### src/rtl/lr_modexp.sv
// Left-to-right binary modular exponentiation: result = base^exponent mod modulus.
// A shared bit-serial interleaved multiplier (32 cycles) handles REDUCE, SQR and MUL.
module lr_modexp #(
  parameter int WIDTH = 32
) (
  input  logic             clk,
  input  logic             rstn,
  input  logic             start,
  input  logic [WIDTH-1:0] base,
  input  logic [WIDTH-1:0] exponent,
  input  logic [WIDTH-1:0] modulus,
  output logic             done,
  output logic [WIDTH-1:0] result,
  output logic             busy
);

  localparam int IW = $clog2(WIDTH);

  typedef enum logic [2:0] {IDLE, REDUCE, SQR, MUL, DONE} state_t;

  state_t           state, state_nxt;
  logic [WIDTH-1:0] b_q, e_q, n_q, r_q, p_q;
  logic [IW-1:0]    k_q, i_q;

  logic             mul_last, bit_set, i_zero;
  logic [WIDTH-1:0] mul_a, mul_b;
  logic [WIDTH+1:0] n_ext, t0, t1, t2;

  assign mul_last = (k_q == '0);
  assign i_zero   = (i_q == '0);
  assign bit_set  = e_q[i_q];

  always_ff @(posedge clk or negedge rstn) begin
    if (!rstn) state <= IDLE;
    else       state <= state_nxt;
  end

  always_comb begin
    state_nxt = state;
    case (state)
      IDLE:   if (start) state_nxt = (modulus < WIDTH'(2)) ? DONE : REDUCE;
      REDUCE: if (mul_last) state_nxt = SQR;
      SQR:    if (mul_last) begin
                if (bit_set)     state_nxt = MUL;
                else if (i_zero) state_nxt = DONE;
                else             state_nxt = SQR;
              end
      MUL:    if (mul_last) state_nxt = i_zero ? DONE : SQR;
      DONE:   state_nxt = IDLE;
      default: state_nxt = IDLE;
    endcase
  end

  // Multiplier operand select and one interleaved step; P < N and b < N keep T < 3N.
  always_comb begin
    mul_a = r_q;
    mul_b = r_q;
    case (state)
      REDUCE: begin mul_a = b_q; mul_b = WIDTH'(1); end
      MUL:    mul_b = b_q;
      default: ;
    endcase
    n_ext = {2'b00, n_q};
    t0 = {1'b0, p_q, 1'b0} + (mul_a[k_q] ? {2'b00, mul_b} : '0);
    t1 = (t0 >= n_ext) ? t0 - n_ext : t0;
    t2 = (t1 >= n_ext) ? t1 - n_ext : t1;
  end

  always_ff @(posedge clk or negedge rstn) begin
    if (!rstn) begin
      b_q    <= '0;
      e_q    <= '0;
      n_q    <= '0;
      r_q    <= '0;
      p_q    <= '0;
      k_q    <= '0;
      i_q    <= '0;
      done   <= 1'b0;
      busy   <= 1'b0;
      result <= '0;
    end else begin
      done <= 1'b0;
      busy <= (state_nxt != IDLE);
      case (state)
        IDLE: if (start) begin
          b_q <= base;
          e_q <= exponent;
          n_q <= modulus;
          r_q <= WIDTH'(1);
          p_q <= '0;
          k_q <= IW'(WIDTH-1);
          i_q <= IW'(WIDTH-1);
        end
        REDUCE, SQR, MUL: begin
          if (mul_last) begin
            p_q <= '0;
            k_q <= IW'(WIDTH-1);
            if (state == REDUCE) b_q <= t2[WIDTH-1:0];
            else                 r_q <= t2[WIDTH-1:0];
            if (((state == SQR && !bit_set) || state == MUL) && !i_zero)
              i_q <= i_q - 1'b1;
          end else begin
            p_q <= t2[WIDTH-1:0];
            k_q <= k_q - 1'b1;
          end
        end
        DONE: begin
          done   <= 1'b1;
          result <= (n_q < WIDTH'(2)) ? '0 : r_q;
        end
        default: ;
      endcase
    end
  end

endmodule
### config.mk
export PLATFORM = sky130hd
export DESIGN_NAME = lr_modexp
export DESIGN_NICKNAME = d
export VERILOG_FILES = /design/src/rtl/lr_modexp.sv
export SDC_FILE = /design/constraint.sdc
export NUM_CORES = 1
export LEC_CHECK = 0
export CAP_MARGIN = 40
export CORE_AREA = 2 2 245 151
export CTS_CLUSTER_SIZE = 30
export DETAILED_ROUTE_END_ITERATION = 6
export DIE_AREA = 0 0 247 153
export SLEW_MARGIN = 20
export SYNTH_ARGS = -nofsm -noshare
export SYNTH_HDL_FRONTEND = slang
export SYNTH_SLANG_ARGS = --single-unit
### constraint.sdc
create_clock -name clk -period 14.2 [get_ports clk]
set_input_delay 3.55 -clock clk [delete_from_list [all_inputs] [get_ports clk]]
set_output_delay 3.55 -clock clk [all_outputs]
set_load 0.02 [all_outputs]
==> impl_metrics.py <==
metrics = {
    "outcome": {
        "run_status": "finished clean",
    },
    "die": {
        "fp.coreArea_um2": 35600,
        "die_y_um": 153,
        "die_w_um": 247,
        "io_pins": 133,
        "rows": 54,
        "start_util": 0.433,
        "fp.dieArea_um2": 37800,
    },
    "synthesis": {
        "synth_top_cell_area_share": 0.336,
        "async_reset_ff_frac": 1.00,
        "ys_seq_elements": 207,
        "syn_inst": 1783,
        "syn_nets": 1983,
        "ys_warn_count": 0,
        "post-synth-top-area-cell": "dfrtp_1",
        "avgSynthCellArea_um2": 8.65,
        "ys.flop_type": "dfrtp_1",
        "yosysUniqueCellTypes": 79,
        "netlist_top_cells_count": "299 x nand2_1, 207 x dfrtp_1, 161 x a21oi_1",
        "synth.most_common_cell": "nand2_1",
        "yosysSeqAreaShare": 0.336,
        "synth-edff-count": 0,
        "synthTopCellsByArea": "dfrtp_1 34%, ha_1 8.0%, nand2_1 7.3%",
        "synthesis.area_um2": 15400,
    },
    "critical_path": {
        "critical_path.most_common_cell": "buf_4",
        "cp_slowest_cell": "or3_1",
        "timing.rr.end": "b_q[12]",
        "worstPathMaxFanout": 41,
        "path_class": "flip-flop to flip-flop",
        "cp-end-kind": "flip-flop",
        "worst-r2r-setup-slack_ns": 1.82,
        "crit_end": "b_q[12]",
        "cp-startpoint": "state[1]",
        "rr_startpoint": "state[1]",
        "reg2reg_depth": 40,
        "critPathArrivalTime_ns": 12.80,
        "crit_path_max_incr_delay_ns": 0.62,
        "crit_required_ns": 14.61,
        "start_kind": "flip-flop",
    },
    "sta": {
        "fin_setup_tns_ns": 0,
        "period_share": 0.872,
        "tightest_slew_ns": 0.834,
        "max_freq_mhz": 80.8,
        "slew_headroom": 0.442,
        "min_period_ns": 12.38,
        "slew_violations": 0,
        "setup_viol": 0,
        "rsz0062_at_grt": "no",
        "finalHoldViolations": 0,
        "clock_skew_ns": 0.0151,
    },
    "cts": {
        "clk_path_buf_depth": 3,
        "cts.sinks": 207,
        "ctsResizeCount": 0,
        "hold_buffers": 0,
        "htreeDepth": 1,
        "cts_root_buf": "clkbuf_16",
        "cts_made_buffers": 23,
        "cts_setup_buffers": 0,
        "clk_latency_ns": 0.53,
        "cts_tree": "yes",
        "clk_pin_slew_ns": 0.07,
    },
    "detailed_routing": {
        "dr_total_vias": 14400,
        "wl_mm": 56.0,
        "drc": 0,
        "via_per_inst": 6.10,
        "drt_pass1_iterations": 5,
        "detail-route-antenna-nets": 0,
        "drt-initial-drc-count": 1592,
        "wl_per_cell_um": 23.7,
    },
    "layout": {
        "area_growth_pct": 17.0,
        "multiInputGateArea_um2": 9580,
        "final_cells": 2367,
        "fillers": 3388,
        "fin_nets": 2074,
        "ff_latch_area_um2": 5180,
        "drive_gt1_frac": 0.0931,
        "fin_util": 0.507,
        "finalInstanceArea_um2": 18000,
    },
    "grt": {
        "gr-usage-all-layers": 0.295,
        "grt_max_degree": 98,
        "grt-ovfl-total": 0,
        "antenna_found_initial": 0,
        "first_global_vias": 13500,
        "grt_first_pass_wirelength_mm": 85.1,
    },
    "placed_design": {
        "dp_hpwl_mm": 44.0,
        "dp_cells": 2317,
        "io_buffers": 132,
        "place_area_um2": 17100,
        "gp_congestion": 0.930,
    },
    "worst_hold_path": {
        "hp-class": "flip-flop to flip-flop",
    },
    "flow_run": {
        "drv_cap": 0,
    },
}
==> logic make-up after synthesis <==
kind of cell               Yosys count  synth area share
AOI/OAI and AO/OA                  550             0.226
muxes                               93            0.0921
xor gates and xnor gates            80            0.0459
and+or+nand+nor                    584             0.172
buffers and inverters              168            0.0446
adders and majority gates          101            0.0834
DFF                                207             0.336
==> cell type report <==
type,instances,area share
Clock buffer,32,0.0354
Sequential cell,207,0.287
Inverter,68,0.0141
Clock inverter,9,0.00721
Multi-Input combinational cell,1408,0.531
Antenna cell,1,0.000139
Tap cell,476,0.0330
Timing Repair Buffer,166,0.0920
==> flip-flops by register name (all words and copies together) (netlist names) <==
signal,cells
r_q,32
state,3
busy,1
p_q,32
k_q,5
i_q,5
b_q,32
result,32
n_q,32
e_q,32
done,1
==> cell usage in the layout (no fill, tap or decap), drive strengths merged, types with 5 or more instances in the layout <==
| cell | instances |
|---|---|
| o31ai | 9 |
| o21a | 15 |
| nand2b | 8 |
| or3 | 15 |
| dfrtp | 207 |
| a211oi | 11 |
| ha | 98 |
| o211ai | 14 |
| nand3b | 7 |
| o22ai | 19 |
| mux2i | 29 |
| clkbuf | 34 |
| o21bai | 10 |
| nand3 | 58 |
| or2 | 6 |
| mux4 | 28 |
| nand4 | 17 |
| o21ai | 155 |
| mux2 | 36 |
| nor3 | 18 |
| a221o | 5 |
| clkdlybuf4s50 | 131 |
| inv | 70 |
| a21o | 38 |
| nand2 | 299 |
| nor2b | 16 |
| nor4 | 22 |
| xnor2 | 48 |
| and3 | 14 |
| a31oi | 15 |
| xor2 | 32 |
| a21oi | 162 |
| a22o | 43 |
| o2111ai | 7 |
| and2 | 5 |
| buf | 31 |
| nor2 | 88 |
==> per-stage QoR <==
step                      setup WS (ns)  hold slack, ns
after floorplan                    4.20           0.440
after global placement             2.38           0.455
after detailed placement           2.22           0.457
after CTS                          2.15           0.476
after global routing               1.25           0.490
final                              1.82           0.472
==> critical path, delay by kind of cell (launching register included) <==
kind / cells / cell delay [ns]
compound gates: 16 / 4.77
flops: 1 / 0.36
buf+inv: 7 / 2.01
fa+ha+maj: 3 / 0.97
mux: 4 / 1.79
simple gates: 10 / 2.29
==> routing by layer <==
layer / wire length (um) / vias up / track usage / share of wire
met5: 0 / - / 0 / 0
met1: 29000 / 7119 / 0.503 / 0.52
li1: - / 6675 / - / -
met3: 5000 / 45 / 0.0546 / 0.089
met4: 541 / 0 / 0.0353 / 0.0097
met2: 21500 / 609 / 0.383 / 0.38
==> how the worst min path moves through the flow <==
stage	startpoint	endpoint	slack [ns]	depth (start not counted)
detailed placement	e_q[16]	e_q[16]	0.46	2
global placement	e_q[22]	e_q[22]	0.46	2
CTS	e_q[5]	e_q[5]	0.48	2
finish	e_q[8]	e_q[8]	0.47	2
floorplan	e_q[10]	e_q[10]	0.44	2
global route	e_q[6]	e_q[6]	0.49	2
Power is left out: the tool's default activity adds up to more than one toggle a clock period on the data nets, which glitch-free logic cannot reach.
